[config.mk]
export PLATFORM = sky130hd
export DESIGN_NAME = step_idle_monitor
export DESIGN_NICKNAME = d
export VERILOG_FILES = /design/src/rtl/step_idle_monitor.sv
export SDC_FILE = /design/constraint.sdc
export NUM_CORES = 1
export LEC_CHECK = 0
export ABC_CLOCK_PERIOD_IN_PS = 12270
export CAP_MARGIN = 40
export CELL_PAD_IN_SITES_DETAIL_PLACEMENT = 1
export CELL_PAD_IN_SITES_GLOBAL_PLACEMENT = 2
export CORE_ASPECT_RATIO = 1.2
export CORE_UTILIZATION = 45
export CTS_BUF_LIST = sky130_fd_sc_hd__clkbuf_8
export DETAILED_ROUTE_END_ITERATION = 6
export GPL_ROUTABILITY_DRIVEN = 0
export PLACE_DENSITY = 0.83
export SLEW_MARGIN = 30
export SYNTH_ARGS = -nofsm -noshare
export SYNTH_HDL_FRONTEND = slang
export SYNTH_SLANG_ARGS = --single-unit
[constraint.sdc]
create_clock -name clk -period 12.27 [get_ports clk]
set_input_delay 2.454 -clock clk [delete_from_list [all_inputs] [get_ports clk]]
set_output_delay 2.454 -clock clk [all_outputs]
set_load 0.02 [all_outputs]
[src/rtl/step_idle_monitor.sv]
// Watches the synchronized step pins for inactivity and latches a shutdown request
// when a watched channel has been idle for TIMEOUT_CYCLES while the machine is armed.
module step_idle_monitor #(
    parameter int                  NSTEPDIR       = 6,
    parameter int                  TIMEOUT_CYCLES = 480000000,
    parameter int                  TBITS          = 32,
    parameter logic [NSTEPDIR-1:0] WATCH_MASK     = 6'b100000,
    parameter int                  ARM_DEBOUNCE   = 16
) (
    input  logic                clk,
    input  logic                rst,
    input  logic [NSTEPDIR-1:0] step,
    input  logic                arm_n,
    input  logic                clear,
    output logic                shutdown,
    output logic [NSTEPDIR-1:0] alert,
    output logic                armed,
    output logic [1:0]          state,
    output logic [7:0]          idle_msb
);

    localparam logic [TBITS-1:0] TMAX  = TBITS'(TIMEOUT_CYCLES);
    localparam int               DBITS = $clog2(ARM_DEBOUNCE + 1);
    localparam logic [DBITS-1:0] DMAX  = DBITS'(ARM_DEBOUNCE);

    typedef enum logic [1:0] {
        IDLE    = 2'b00,
        ARMED   = 2'b01,
        TRIPPED = 2'b10
    } state_e;

    logic [NSTEPDIR-1:0] step_s1_q, step_s2_q, step_prev_q, step_edge_q;
    logic                arm_s1_q, arm_s2_q;
    logic [DBITS-1:0]    deb_q, deb_d;
    logic                arm_ok;
    logic [TBITS-1:0]    cnt_q [NSTEPDIR];
    logic [TBITS-1:0]    cnt_d [NSTEPDIR];
    state_e              state_q, state_d;

    // Edge detection is registered so a pin change clears its counter three edges after sampling.
    always_ff @(posedge clk or posedge rst) begin
        if (rst) begin
            step_s1_q   <= '0;
            step_s2_q   <= '0;
            step_prev_q <= '0;
            step_edge_q <= '0;
            arm_s1_q    <= 1'b0;
            arm_s2_q    <= 1'b0;
        end else begin
            step_s1_q   <= step;
            step_s2_q   <= step_s1_q;
            step_prev_q <= step_s2_q;
            step_edge_q <= step_s2_q ^ step_prev_q;
            arm_s1_q    <= arm_n;
            arm_s2_q    <= arm_s1_q;
        end
    end

    always_comb begin
        deb_d = deb_q;
        if (arm_s2_q) begin
            deb_d = '0;
        end else if (deb_q != DMAX) begin
            deb_d = deb_q + DBITS'(1);
        end
    end

    assign arm_ok = (deb_q == DMAX);

    always_ff @(posedge clk or posedge rst) begin
        if (rst) begin
            deb_q <= '0;
        end else begin
            deb_q <= deb_d;
        end
    end

    // Clearing beats saturation so a step at the limit drops alert on the next cycle.
    always_comb begin
        for (int i = 0; i < NSTEPDIR; i++) begin
            cnt_d[i] = cnt_q[i];
            if (clear || step_edge_q[i]) begin
                cnt_d[i] = '0;
            end else if (cnt_q[i] != TMAX) begin
                cnt_d[i] = cnt_q[i] + TBITS'(1);
            end
        end
    end

    always_ff @(posedge clk or posedge rst) begin
        if (rst) begin
            for (int i = 0; i < NSTEPDIR; i++) begin
                cnt_q[i] <= '0;
            end
        end else begin
            for (int i = 0; i < NSTEPDIR; i++) begin
                cnt_q[i] <= cnt_d[i];
            end
        end
    end

    always_comb begin
        for (int i = 0; i < NSTEPDIR; i++) begin
            alert[i] = (cnt_q[i] == TMAX);
        end
    end

    always_comb begin
        state_d = state_q;
        if (clear) begin
            state_d = IDLE;
        end else begin
            case (state_q)
                IDLE:    if (arm_ok) state_d = ARMED;
                ARMED:   if (|(alert & WATCH_MASK)) state_d = TRIPPED;
                TRIPPED: state_d = TRIPPED;
                default: state_d = IDLE;
            endcase
        end
    end

    always_ff @(posedge clk or posedge rst) begin
        if (rst) begin
            state_q <= IDLE;
        end else begin
            state_q <= state_d;
        end
    end

    assign shutdown = (state_q == TRIPPED);
    assign armed    = (state_q != IDLE);
    assign state    = state_q;

    // Debug view of the top byte of the highest channel's counter.
    generate
        if (TBITS >= 8) begin : g_msb_wide
            assign idle_msb = cnt_q[NSTEPDIR-1][TBITS-1 -: 8];
        end else begin : g_msb_narrow
            assign idle_msb = {{(8-TBITS){1'b0}}, cnt_q[NSTEPDIR-1]};
        end
    endgenerate

endmodule

== Word-level counts from Yosys, hierarchy flattened ==
Index checks and enable logic that the tools add are counted.

* Output and inout bits: 18
* Flip-flop bits (word level): 225
* Input bits: 10

* Reductions and logical operators: 16
* Equality and inequality tests: 18
* Bitwise logic cells: 1
* Add/sub/neg operators: 7
* Muxes and demuxes: 18

{| class="wikitable"
|+ Operators by type and width
! cell !! count
|-
| 2-to-1 mux 32 bit || 12
|-
| adder 32 x 1 -> 32 bit (second input constant) || 6
|-
| == test 32 x 29 -> 1 bit (second input constant) || 6
|-
| inequality test 32 x 29 -> 1 bit (second input constant) || 6
|-
| nonzero test 2 bit || 8
|-
| 2-to-1 mux 5 bit || 2
|-
| logical OR 1 bit || 6
|-
| 2-to-1 mux 2 bit || 3
|-
| inequality test 3 bit (second input constant) || 2
|-
| one-hot mux 2 bit (3 select lines) || 1
|-
| bitwise XOR 6 bit || 1
|-
| adder 5 x 1 -> 5 bit (second input constant) || 1
|-
| == test 5 bit (second input constant) || 1
|-
| inequality test 5 bit (second input constant) || 1
|-
| == test 2 x 1 -> 1 bit (second input constant) || 1
|-
| == test 2 bit (second input constant) || 1
|-
| logical NOT 2 bit || 1
|-
| AND reduction 2 bit || 1
|}

== Depth between registers and ports, before layout ==
Gate-level depths: netlist of the first run.

* Depth after elaboration: 4
* Gate-level depth with buffers: 7
* Depth with buffers taken out: 7

== Least setup slack after synthesis of the first run ==
OpenSTA, ideal clock, no wires.

* Path kind: register to output
* Start: register cnt_q[32] (netlist bit)
* End: output alert[4]
* Data required time: 9.816 ns
* Setup slack: 8.081 ns
* Cell stages (with the launch flop): 6
* Arrival time: 1.735 ns
* Path through: dfrtp_1 > inv_1 > ha_1 > nor4b_1 > nand3_1 > nor4_1

* Longest elaborated chain between the ends: 1

{| class="wikitable"
|+ RTL lines
! what !! RTL line !! source
|-
| start, declared || 36 || <nowiki>logic [TBITS-1:0] cnt_q [NSTEPDIR];</nowiki>
|-
| start signal, assigned by index || 97 || <nowiki>cnt_q[i] <= cnt_d[i];</nowiki>
|-
| == test 32 x 29 -> 1 bit || 104 || <nowiki>alert[i] = (cnt_q[i] == TMAX);</nowiki>
|-
| end, declared || 16 || <nowiki>output logic [NSTEPDIR-1:0] alert,</nowiki>
|}

Every way passes these cells.

== Worst setup path in the final report of the first run ==
* Start: register cnt_q[64] (netlist bit)
* End: output alert[3]

The elaborated chain is that of the path after synthesis.

==> run summary, run 1 <==
CLOCKING
----------------------------------------------------------------------------------------
Number of hold-repair buffers added at the cts stage                                   0
Buffer depth of the longest clock path                                                 3
Setup repair bufs after CTS                                                            0
Number of H-tree levels                                                                2
Clock latency on the worst-skew pair                                             0.53 ns
Number of clock sinks                                                                225
Clock buffer count from CTS                                                           40
Reg clk slew, reported paths                                                     0.06 ns
Clock Tree Root                                                             sky130_fd_sc_hd__clkbuf_8
Resized Gates After CTS                                                                0
Clock tree from TritonCTS                                                           done

TIMING
----------------------------------------------------------------------------------------
Final setup violation count                                                            0
Final min period                                                                 5.27 ns
Layout Skew                                                                    0.0246 ns
Pin slew with the least headroom to its limit                                   0.832 ns
Final Hold Viols                                                                       0
Final slew viol count                                                                  0
Maximum clock frequency                                                        0.190 GHz
Fin Setup TNS                                                                       0 ns
Tightest slew margin relative to the limit                                         0.441
RSZ-0062 raised after global routing                                               false
Portion of the clock cycle consumed by the worst path in the final layout          0.429

FLOORPLAN
----------------------------------------------------------------------------------------
Placeable core area                                                            24100 um2
Die footprint                                                                  25400 um2
Die height                                                                        175 um
Number of core rows                                                                   62
Starting density of the core                                                       0.463
Horiz. Die Dim                                                                    146 um
Ports placed on the boundary                                                          28

RUN STATUS
----------------------------------------------------------------------------------------
Run status                                                                  complete, no violations

GLOBAL ROUTE
----------------------------------------------------------------------------------------
Total grt overflow                                                                     0
Number of global-route vias before repair                                           8803
Initial antenna violation count                                                        1
Overall routing resource usage                                                     0.202
Wire length of the first global-routing pass                                    43100 um
Pin count of the biggest net entering global routing                                  86

FINISH
----------------------------------------------------------------------------------------
# nets final                                                                        1203
Filler cell count in the final layout                                               2758
Final core utilization                                                             0.518
Multi-input logic area                                                          5180 um2
N_diodes                                                                               0
Area growth syn-to-layout                                                          11.9%
FF+latch area                                                                   5630 um2
Share of layout cells above drive strength 1                                      0.0748
Post-layout instance count excluding filler cells                                   1524
Most common cell after layout, fill and taps aside                          sky130_fd_sc_hd__dfrtp_1
Top library cells by usage in the layout, fill and taps aside               sky130_fd_sc_hd__dfrtp_1, sky130_fd_sc_hd__nor2_1, sky130_fd_sc_hd__xor2_1, sky130_fd_sc_hd__nand3_1, sky130_fd_sc_hd__nand4_1

DETAILED ROUTING
----------------------------------------------------------------------------------------
Overall via count from detail_route                                                 8395
Overall routed net length                                                       24500 um
Ratio of routed vias to standard cells                                              5.51
Detailed-routing iteration count for the pre-antenna-repair pass                       4
Routed len/inst                                                                  16.1 um
Count of nets left with antenna violations after detail routing                        0
DRC violation count after routing                                                      0
Violation count after the first detailed-routing iteration                           211

SETUP PATH
----------------------------------------------------------------------------------------
R2r setup slk                                                                    9.99 ns
Largest delay share family, worst path                                      simple AND/OR/NAND/NOR gates
Launching element type of the critical path                                    flip-flop
Data arrival time of the critical path                                           2.81 ns
Kind of capture point of the worst setup path                               primary output
Delay contributed by the slowest stage of the critical path                      0.71 ns
Critical Setup Path Class                                                     reg -> out
Maximum fanout encountered on the critical timing path                                 4
Critical path, cell by cell                                                 inv_1 -> ha_1 -> nor4b_1 -> nand4_1 -> nor4_2 -> clkdlybuf4s50_1
Crit path max-delay cell type                                               sky130_fd_sc_hd__clkdlybuf4s50_1
Crit path buffers/inverters                                                            2
WP data required                                                                 9.82 ns

PWR
----------------------------------------------------------------------------------------
P_int                                                                          0.00113 W
Worst supply voltage drop on vdd                                               0.0866 mV
Combinational fraction of design power                                             0.037
Sw Ratio                                                                           0.235
Power density relative to cell area                                           118 nW/um2
Register share of total power                                                      0.513
LEAKAGE                                                                          5.04 nW
Sw power                                                                      0.000347 W
Clock share of power                                                               0.450

SYNTHESIS
----------------------------------------------------------------------------------------
Number of synthesized register bits                                                  225
Post-Syn Area                                                                  11200 um2
Syn_nets                                                                            1177
Mean area per synthesized cell                                                  9.71 um2
Yosys top cell area share                                                          0.504
Cell type with the highest aggregate area in the netlist                    sky130_fd_sc_hd__dfrtp_1
Count of yosys warnings during synthesis                                               0
Post-Synthesis Cells                                                                1150
Main area contributors after synthesis                                      sky130_fd_sc_hd__dfrtp_1, sky130_fd_sc_hd__xor2_1, sky130_fd_sc_hd__nor2_1, sky130_fd_sc_hd__nand4_1, sky130_fd_sc_hd__xnor2_1
Sequential-to-total area share from yosys stat                                     0.504
Number of library cell types mapped by synthesis                                      42

PLACED DESIGN
----------------------------------------------------------------------------------------
DP Cell Count                                                                       1452
PortBufs                                                                              27
Half-perimeter wire length after placement                                      16000 um

FLOW RUN
----------------------------------------------------------------------------------------
Max Cap Violations                                                                     0

HOLD PATH
----------------------------------------------------------------------------------------
Class of the tightest hold or removal check                                   reg -> reg

-- layer usage --
metal  global-route usage  vias up  wire (um)
met3               0.0370       43        749
met2                0.346       83      12100
met1                0.261     4208      11100
met5                    0        -         13
li1                     -     4059          -
met4               0.0570        2        471
-- final timing paths --
kind / startpoint / endpoint / cells after the start
min: step_s1_q[1] / step_s2_q[1] / 0
max: cnt_q[64] / alert[3] / 6
min reg2reg: step_s1_q[1] / step_s2_q[1] / 0
max in group asynchronous: rst / idle_msb[5] / 5
max reg2reg: cnt_q[32] / cnt_q[33] / 7
min in group asynchronous: rst / step_s2_q[1] / 2
-- power by group through the flow --
stage	Combinational (W)	Clock [W]	Sequential, W
5_1_grt	0.0000643	0.000725	0.000759
2_1_floorplan	0.0000394	0	0.000769
3_3_place_gp	0.0000537	0	0.000771
3_5_place_dp	0.0000564	0	0.000771
6_report	0.0000552	0.000665	0.000758
4_1_cts	0.0000570	0.000693	0.000758
-- synth_stat cells --
cell / n
sky130_fd_sc_hd__o311ai_0: 2
sky130_fd_sc_hd__and4bb_2: 1
sky130_fd_sc_hd__nand4_2: 1
sky130_fd_sc_hd__nor4_2: 6
sky130_fd_sc_hd__nor2b_1: 2
sky130_fd_sc_hd__buf_4: 9
sky130_fd_sc_hd__and2_0: 1
sky130_fd_sc_hd__o21ai_0: 19
sky130_fd_sc_hd__and2_1: 8
sky130_fd_sc_hd__or3b_2: 5
sky130_fd_sc_hd__and3_1: 24
sky130_fd_sc_hd__inv_1: 36
sky130_fd_sc_hd__nand4bb_1: 1
sky130_fd_sc_hd__ha_1: 17
sky130_fd_sc_hd__nor3b_1: 1
sky130_fd_sc_hd__clkbuf_1: 37
sky130_fd_sc_hd__nand3b_1: 1
sky130_fd_sc_hd__nor4_1: 36
sky130_fd_sc_hd__or4_1: 5
sky130_fd_sc_hd__o31ai_1: 4
sky130_fd_sc_hd__a21oi_1: 29
sky130_fd_sc_hd__o211ai_1: 4
sky130_fd_sc_hd__or2_2: 7
sky130_fd_sc_hd__nand4_4: 1
sky130_fd_sc_hd__nand3_1: 77
sky130_fd_sc_hd__mux2i_1: 7
sky130_fd_sc_hd__nand4_1: 76
sky130_fd_sc_hd__nand2_1: 61
sky130_fd_sc_hd__nor3_1: 25
sky130_fd_sc_hd__xnor2_1: 51
sky130_fd_sc_hd__a211oi_1: 1
sky130_fd_sc_hd__a31o_2: 4
sky130_fd_sc_hd__and4_1: 15
sky130_fd_sc_hd__nand2b_1: 5
sky130_fd_sc_hd__nor4b_1: 14
sky130_fd_sc_hd__nor3_2: 1
sky130_fd_sc_hd__nor2_1: 190
sky130_fd_sc_hd__or3_1: 23
sky130_fd_sc_hd__xor2_1: 112
sky130_fd_sc_hd__dfrtp_1: 225
sky130_fd_sc_hd__nand4b_1: 2
sky130_fd_sc_hd__buf_2: 4
-- state kept, by name, indices dropped and copies added (netlist names) --
name / count
step_s2_q: 6
arm_s1_q: 1
arm_s2_q: 1
state: 2
step_s1_q: 6
step_prev_q: 6
deb_q: 5
cnt_q: 184
step_edge_q: 6
idle_msb: 8
-- area by class of cell --
class                           instances  area share
Inverter                               36      0.0114
Clock buffer                           50      0.0551
Multi-Input combinational cell        839       0.415
Timing Repair Buffer                   34      0.0291
Tap cell                              320      0.0321
Sequential cell                       225       0.451
Clock inverter                         20     0.00641
-- kinds of logic (layout without fill, tap and decap cells) --
family | after synthesis | after routing | share of synthesized area
AO/OA/AOI/OAI | 63 | 63 | 0.0323
XOR/XNOR | 163 | 163 | 0.128
adder cells (fa/ha/maj) | 17 | 17 | 0.0191
buffers and inverters | 86 | 140 | 0.0324
flip-flops | 225 | 225 | 0.504
multiplexers | 7 | 7 | 0.00628
AND/OR/NAND/NOR | 589 | 589 | 0.278
-- metrics by stage --
step / hold slack [ns] / instance area (um2) / setup slack (ns) / total power [W]
final: 0.343 / 12500 / 7.00 / 0.00148
after global routing: 0.356 / 12500 / 6.81 / 0.00155
after CTS: 0.345 / 12500 / 6.93 / 0.00151
after detailed placement: 0.342 / 11700 / 7.50 / 0.000828
after global placement: 0.334 / 11600 / 7.35 / 0.000824
after floorplan: 0.331 / 11200 / 3.65 / 0.000809
Note: power is estimated with default switching activity, not from simulation.
==> run 2: changes to the inputs <==
--- a/config.mk
+++ b/config.mk
@@ -5,16 +5,16 @@
 export SDC_FILE = /design/constraint.sdc
 export NUM_CORES = 1
 export LEC_CHECK = 0
-export ABC_CLOCK_PERIOD_IN_PS = 12270
+export ABC_CLOCK_PERIOD_IN_PS = 4670
 export CAP_MARGIN = 40
 export CELL_PAD_IN_SITES_DETAIL_PLACEMENT = 1
 export CELL_PAD_IN_SITES_GLOBAL_PLACEMENT = 2
 export CORE_ASPECT_RATIO = 1.2
-export CORE_UTILIZATION = 45
+export CORE_UTILIZATION = 38
 export CTS_BUF_LIST = sky130_fd_sc_hd__clkbuf_8
 export DETAILED_ROUTE_END_ITERATION = 6
 export GPL_ROUTABILITY_DRIVEN = 0
-export PLACE_DENSITY = 0.83
+export PLACE_DENSITY = 0.74
 export SLEW_MARGIN = 30
 export SYNTH_ARGS = -nofsm -noshare
 export SYNTH_HDL_FRONTEND = slang
==> constraint.sdc (replaced) <==
create_clock -name clk -period 4.67 [get_ports clk]
set_input_delay 0.934 -clock clk [delete_from_list [all_inputs] [get_ports clk]]
set_output_delay 0.934 -clock clk [all_outputs]
set_load 0.02 [all_outputs]
==> run summary, run 2 (synthesis gave the netlist of run 1 again) <==
FINISH
----------------------------------------------------------------------------------------
Finished layout cell area                                                      12700 um2   +1.9%
Top library cells by usage in the layout, fill and taps aside               sky130_fd_sc_hd__dfrtp_1, sky130_fd_sc_hd__nor2_1, sky130_fd_sc_hd__xor2_1, sky130_fd_sc_hd__nand3_1, sky130_fd_sc_hd__nand4_1
Area growth syn-to-layout                                                          14.0%
Final core utilization                                                             0.441   -0.0764
Flip-flop count of the largest register, all copies and words added                  184   unchanged
Multi-input logic area                                                          5190 um2   about the same
Biggest register                                                                   cnt_q
Filler cell count in the final layout                                               3276   +19%
N_diodes                                                                               0   unchanged
# nets final                                                                        1207   +0.33%
Share of layout cells above drive strength 1                                      0.0840   +0.00927
FF+latch area                                                                   5630 um2   unchanged
Most common cell after layout, fill and taps aside                          sky130_fd_sc_hd__dfrtp_1

PWR
----------------------------------------------------------------------------------------
Worst supply voltage drop on vdd                                                0.197 mV   +130%
LEAKAGE                                                                          5.13 nW   +1.6%
Power density relative to cell area                                           326 nW/um2   +180%
Total power of the final layout                                                0.00416 W   +180%

CLOCKING
----------------------------------------------------------------------------------------
Clock tree from TritonCTS                                                           done
Resized Gates After CTS                                                                0   unchanged
Clock latency on the worst-skew pair                                             0.54 ns   about the same
Setup repair bufs after CTS                                                            0   unchanged
Clock buffer count from CTS                                                           42   +5.0%
Number of hold-repair buffers added at the cts stage                                   0   unchanged
Number of H-tree levels                                                                2   unchanged
Number of clock sinks                                                                225   unchanged
Reg clk slew, reported paths                                                     0.06 ns   about the same
Clock Tree Root                                                             sky130_fd_sc_hd__clkbuf_8
Buffer depth of the longest clock path                                                 3   unchanged

TIMING
----------------------------------------------------------------------------------------
RSZ-0062 raised after global routing                                               false
Final slew viol count                                                                  0   unchanged
Portion of the clock cycle consumed by the worst path in the final layout          0.804
Layout Skew                                                                    0.0193 ns   -0.00530 ns
Final setup violation count                                                            0   unchanged
Maximum clock frequency                                                        0.266 GHz
Pin slew with the least headroom to its limit                                   0.859 ns   +0.0275 ns
Final min period                                                                 3.76 ns
Tightest slew margin relative to the limit                                         0.422   -0.0193
Final Hold Viols                                                                       0   unchanged
Worst Hold Margin                                                               0.353 ns   +0.00967 ns
Fin Setup TNS                                                                       0 ns   unchanged

PLACED DESIGN
----------------------------------------------------------------------------------------
Half-perimeter wire length after placement                                      16500 um   +2.6%
Cell area after placement                                                      11800 um2   +0.73%
PortBufs                                                                              27   unchanged

DETAILED ROUTING
----------------------------------------------------------------------------------------
Detailed-routing iteration count for the pre-antenna-repair pass                       4   unchanged
Ratio of routed vias to standard cells                                              5.25   -4.7%
DRC violation count after routing                                                      0   unchanged
Overall routed net length                                                       25200 um   +3.2%
Routed len/inst                                                                  15.8 um   -1.7%
Overall via count from detail_route                                                 8396   +0.012%
Violation count after the first detailed-routing iteration                           360   +71%
Count of nets left with antenna violations after detail routing                        0   unchanged

FLOORPLAN
----------------------------------------------------------------------------------------
Starting density of the core                                                       0.387   -0.0757
Number of core rows                                                                   68   +9.7%
Ports placed on the boundary                                                          28   unchanged
Horiz. Die Dim                                                                    158 um   +8.7%
Placeable core area                                                            28800 um2   +20%
Die footprint                                                                  30100 um2   +18%
Die height                                                                        190 um   +8.7%

GLOBAL ROUTE
----------------------------------------------------------------------------------------
Overall routing resource usage                                                     0.181   -0.0209
Total grt overflow                                                                     0   unchanged
Wire length of the first global-routing pass                                    44800 um   +3.9%
Pin count of the biggest net entering global routing                                 101   +17%
Initial antenna violation count                                                        0   -1
Number of global-route vias before repair                                           8867   +0.73%

SETUP PATH
----------------------------------------------------------------------------------------
WP data required                                                                 3.74 ns   -6.08 ns
Kind of capture point of the worst setup path                               primary output
Critical Setup Path Class                                                     reg -> out
Maximum fanout encountered on the critical timing path                                 4   unchanged
Launching element type of the critical path                                    flip-flop
Data arrival time of the critical path                                           2.82 ns   about the same

RUN STATUS
----------------------------------------------------------------------------------------
Run status                                                                  complete, no violations

HOLD PATH
----------------------------------------------------------------------------------------
Class of the tightest hold or removal check                                   reg -> reg

FLOW RUN
----------------------------------------------------------------------------------------
Max Cap Violations                                                                     0   unchanged

run 2: cell types whose count changed in the layout (fill, tap and decap cells not counted), sizes merged:
cell | before | now
clkinv | 4 | 6
inv | 52 | 47
buf | 6 | 8
bufinv | 0 | 1
clkbuf | 51 | 60
clkinvlp | 0 | 1
run 2: report_power, final:
part	internal [W]	total (W)	switching, W
Combinational	0.0000397	0.000145	0.000106
Sequential	0.00197	0.00199	0.0000173
Clock	0.00117	0.00202	0.000844
Total	0.00319	0.00416	0.000967
run 2: layout make-up:
cell class | instances | area share
inverter | 36 | 0.0109
sequential | 225 | 0.442
clock inverter | 19 | 0.00826
clock buffer | 59 | 0.0638
timing repair buffer | 36 | 0.0294
multi-input combinational | 839 | 0.408
tap | 385 | 0.0378
run 2: path summary, 6_finish.rpt:
| kind | start | slack, ns | endpoint | cells after the start |
|---|---|---|---|---|
| max | cnt_q[64] | 0.91 | alert[3] | 6 |
| min | step_s1_q[5] | 0.35 | step_s2_q[5] | 0 |
| max reg2reg | cnt_q[32] | 2.28 | cnt_q[33] | 7 |
| min reg2reg | step_s1_q[5] | 0.35 | step_s2_q[5] | 0 |
| max in group asynchronous | rst | 2.83 | cnt_q[1] | 4 |
| min in group asynchronous | rst | 0.77 | cnt_q[44] | 2 |
run 2: critical path, stage by stage (launching register included):
cell	delay (ns)
sky130_fd_sc_hd__dfrtp_1	0.40
sky130_fd_sc_hd__inv_1	0.10
sky130_fd_sc_hd__ha_1	0.15
sky130_fd_sc_hd__nor4b_1	0.25
sky130_fd_sc_hd__nand4_1	0.15
sky130_fd_sc_hd__nor4_2	0.53
sky130_fd_sc_hd__clkdlybuf4s50_1	0.70
run 2: through the flow:
stage,worst slack [ns],cells
finish,0.914,1599
global route,0.692,1599
CTS,0.833,1596
detailed placement,1.44,1518
global placement,1.47,1517
floorplan,0.798,1150
run 2: layer usage:
layer / vias up / GRT usage / wire [um]
met5: - / 0 / 0
met4: 0 / 0.0510 / 429
met3: 40 / 0.0301 / 714
met2: 80 / 0.304 / 12500
met1: 4209 / 0.239 / 11600
li1: 4067 / - / -
==> run 3: changes to the inputs <==
--- a/config.mk
+++ b/config.mk
@@ -5,7 +5,7 @@
 export SDC_FILE = /design/constraint.sdc
 export NUM_CORES = 1
 export LEC_CHECK = 0
-export ABC_CLOCK_PERIOD_IN_PS = 4670
+export ABC_CLOCK_PERIOD_IN_PS = 3400
 export CAP_MARGIN = 40
 export CELL_PAD_IN_SITES_DETAIL_PLACEMENT = 1
 export CELL_PAD_IN_SITES_GLOBAL_PLACEMENT = 2
==> constraint.sdc (replaced) <==
create_clock -name clk -period 3.4 [get_ports clk]
set_input_delay 0.68 -clock clk [delete_from_list [all_inputs] [get_ports clk]]
set_output_delay 0.68 -clock clk [all_outputs]
set_load 0.02 [all_outputs]
==> run summary, run 3 (synthesis gave the netlist of run 1 again) <==
RUN STATUS
----------------------------------------------------------------------------------------
Run status                                                                  complete, no violations

SETUP PATH
----------------------------------------------------------------------------------------
Delay contributed by the slowest stage of the critical path                      0.39 ns   -0.31 ns
Beginning of the worst register-to-register path                               cnt_q[32]
Kind of capture point of the worst setup path                               primary output
Crit. Startpoint                                                              cnt_q[160]
Critical Setup Path Class                                                     reg -> out
Crit path max-delay cell type                                               sky130_fd_sc_hd__dfrtp_1
R2r endpoint                                                                   cnt_q[33]
Launching element type of the critical path                                    flip-flop
Critical path, cell by cell                                                 inv_1 -> ha_1 -> nor4b_1 -> nand4_1 -> nor4_1 -> and2_1 -> dlygate4sd2_1
Crit path buffers/inverters                                                            2   unchanged
WP data required                                                                 2.72 ns   -1.02 ns
Maximum fanout encountered on the critical timing path                                 3   -1
R2r setup slk                                                                    1.12 ns   -1.16 ns
Largest delay share family, worst path                                      simple AND/OR/NAND/NOR gates
Data arrival time of the critical path                                           2.45 ns   -0.37 ns
Number of cells traversed by the worst register-to-register path                       7   unchanged

PWR
----------------------------------------------------------------------------------------
Sw Ratio                                                                           0.235   +0.00283
Total power of the final layout                                                0.00549 W   +32%
Clock share of power                                                               0.465   -0.021
Worst supply voltage drop on vdd                                                0.242 mV   +23%
LEAKAGE                                                                          5.16 nW   +0.63%
Sw power                                                                       0.00129 W   +34%
Combinational fraction of design power                                             0.036   about the same
P_int                                                                          0.00420 W   +32%
Register share of total power                                                      0.498   +0.019
Power density relative to cell area                                           433 nW/um2   +33%

TIMING
----------------------------------------------------------------------------------------
Tightest slew margin relative to the limit                                         0.462   +0.0399
Final slew viol count                                                                  0   unchanged
RSZ-0062 raised after global routing                                               false
Pin slew with the least headroom to its limit                                   0.801 ns   -0.0581 ns
Final min period                                                                 3.13 ns
Portion of the clock cycle consumed by the worst path in the final layout          0.920
Final Hold Viols                                                                       0   unchanged
Final setup violation count                                                            0   unchanged
Maximum clock frequency                                                        0.320 GHz
Layout Skew                                                                    0.0172 ns   -0.00212 ns

FINISH
----------------------------------------------------------------------------------------
N_diodes                                                                               0   unchanged
Share of layout cells above drive strength 1                                      0.0850   +0.000964
Flip-flop count of the largest register, all copies and words added                  184   unchanged
Top library cells by usage in the layout, fill and taps aside               sky130_fd_sc_hd__dfrtp_1, sky130_fd_sc_hd__nor2_1, sky130_fd_sc_hd__xor2_1, sky130_fd_sc_hd__nand3_1, sky130_fd_sc_hd__nand4_1
Finished layout cell area                                                      12700 um2   -0.39%
Multi-input logic area                                                          5210 um2   +0.36%
FF+latch area                                                                   5630 um2   unchanged
Filler cell count in the final layout                                               3248   -0.85%
# nets final                                                                        1213   +0.50%
Most common cell after layout, fill and taps aside                          sky130_fd_sc_hd__dfrtp_1
Biggest register                                                                   cnt_q
Area growth syn-to-layout                                                          13.6%

CLOCKING
----------------------------------------------------------------------------------------
Buffer depth of the longest clock path                                                 3   unchanged
Clock Tree Root                                                             sky130_fd_sc_hd__clkbuf_8
Reg clk slew, reported paths                                                     0.06 ns   about the same
Number of H-tree levels                                                                2   unchanged
Clock latency on the worst-skew pair                                             0.54 ns   about the same
Clock tree from TritonCTS                                                           done
Setup repair bufs after CTS                                                            0   unchanged
Number of clock sinks                                                                225   unchanged
Number of hold-repair buffers added at the cts stage                                   0   unchanged
Clock buffer count from CTS                                                           43   +2.4%

GLOBAL ROUTE
----------------------------------------------------------------------------------------
Initial antenna violation count                                                        0   unchanged
Pin count of the biggest net entering global routing                                  82   -19%
Overall routing resource usage                                                     0.181   about the same
Total grt overflow                                                                     0   unchanged
Number of global-route vias before repair                                           9017   +1.7%
Wire length of the first global-routing pass                                    44900 um   +0.23%

DETAILED ROUTING
----------------------------------------------------------------------------------------
Overall via count from detail_route                                                 8410   +0.17%
Ratio of routed vias to standard cells                                              5.27   +0.29%
Violation count after the first detailed-routing iteration                           343   -4.7%
DRC violation count after routing                                                      0   unchanged
Overall routed net length                                                       25500 um   +0.86%
Detailed-routing iteration count for the pre-antenna-repair pass                       4   unchanged
Routed len/inst                                                                  15.9 um   +0.98%
Count of nets left with antenna violations after detail routing                        0   unchanged

FLOORPLAN
----------------------------------------------------------------------------------------
Die footprint                                                                  30100 um2   unchanged
Placeable core area                                                            28800 um2   unchanged
Die height                                                                        190 um   unchanged
Horiz. Die Dim                                                                    158 um   unchanged
Number of core rows                                                                   68   unchanged
Starting density of the core                                                       0.387   unchanged
Ports placed on the boundary                                                          28   unchanged

PLACED DESIGN
----------------------------------------------------------------------------------------
PortBufs                                                                              27   unchanged
Half-perimeter wire length after placement                                      16800 um   +2.2%
Cell area after placement                                                      11800 um2   +0.40%

HOLD PATH
----------------------------------------------------------------------------------------
Hold path startpoint                                                        step_s1_q[5]
Class of the tightest hold or removal check                                   reg -> reg
Number of cells traversed by the worst hold path                                       0   unchanged
Endpoint with the worst hold slack                                          step_s2_q[5]

FLOW RUN
----------------------------------------------------------------------------------------
Max Cap Violations                                                                     0   unchanged

## run 3: per-layer routing
metal / up-vias / track usage / part of all wire
met1: 4224 / 0.228 / 0.45
met5: - / 0 / 0
met2: 85 / 0.314 / 0.50
met3: 45 / 0.0319 / 0.031
met4: 0 / 0.0540 / 0.020
li1: 4056 / - / -
## run 3: power groups by stage
stage / Sequential, W / Clock, W / Combinational, W
after global placement: 0.00278 / 0 / 0.000208
after CTS: 0.00274 / 0.00268 / 0.000210
after floorplan: 0.00278 / 0 / 0.000143
after detailed placement: 0.00278 / 0 / 0.000209
final: 0.00274 / 0.00255 / 0.000199
after global routing: 0.00274 / 0.00278 / 0.000233
## run 3: repair_timing
action | 4_1_cts | 5_1_grt
endpoints found under the setup margin | 5 | 3
endpoints found under the hold margin | 0 | 0
gates resized for setup | 6 | 4
## run 3: worst max-delay path by stage
stage	end	slack [ns]	cells past startpoint
6_report	alert[0]	0.27	7
5_1_grt	alert[0]	0.11	7
4_1_cts	alert[1]	0.01	6
3_5_place_dp	alert[3]	0.45	6
3_3_place_gp	alert[3]	0.47	6
2_1_floorplan	arm_s1_q	-0.22	1
## run 3: per-stage QoR
stage	util	cells	worst slack, ns	hold WS, ns	TNS [ns]
detailed placement	0.410	1525	0.452	0.339	0
CTS	0.439	1596	0.0118	0.352	0
global placement	0.410	1525	0.471	0.336	0
floorplan	-	1150	-0.218	0.331	-49.05
finish	0.440	1597	0.273	0.348	0
global route	0.440	1597	0.115	0.358	0
## run 3: cell type report
class                   instances  area share
multi-input cells             839       0.411
flip-flops and latches        225       0.444
clock buffers                  55      0.0597
inverters                      36      0.0110
clock inverters                16     0.00503
repair buffers                 41      0.0317
well taps                     385      0.0380
## run 3: worst register-to-register path: stages, from the launching register on
cell and delay [ns]:
sky130_fd_sc_hd__dfrtp_1 0.40, sky130_fd_sc_hd__inv_1 0.10, sky130_fd_sc_hd__ha_1 0.14, sky130_fd_sc_hd__nor4b_1 0.35
sky130_fd_sc_hd__nand3_1 0.13, sky130_fd_sc_hd__nor4_1 0.70, sky130_fd_sc_hd__mux2i_1 0.26, sky130_fd_sc_hd__nor2_1 0.06
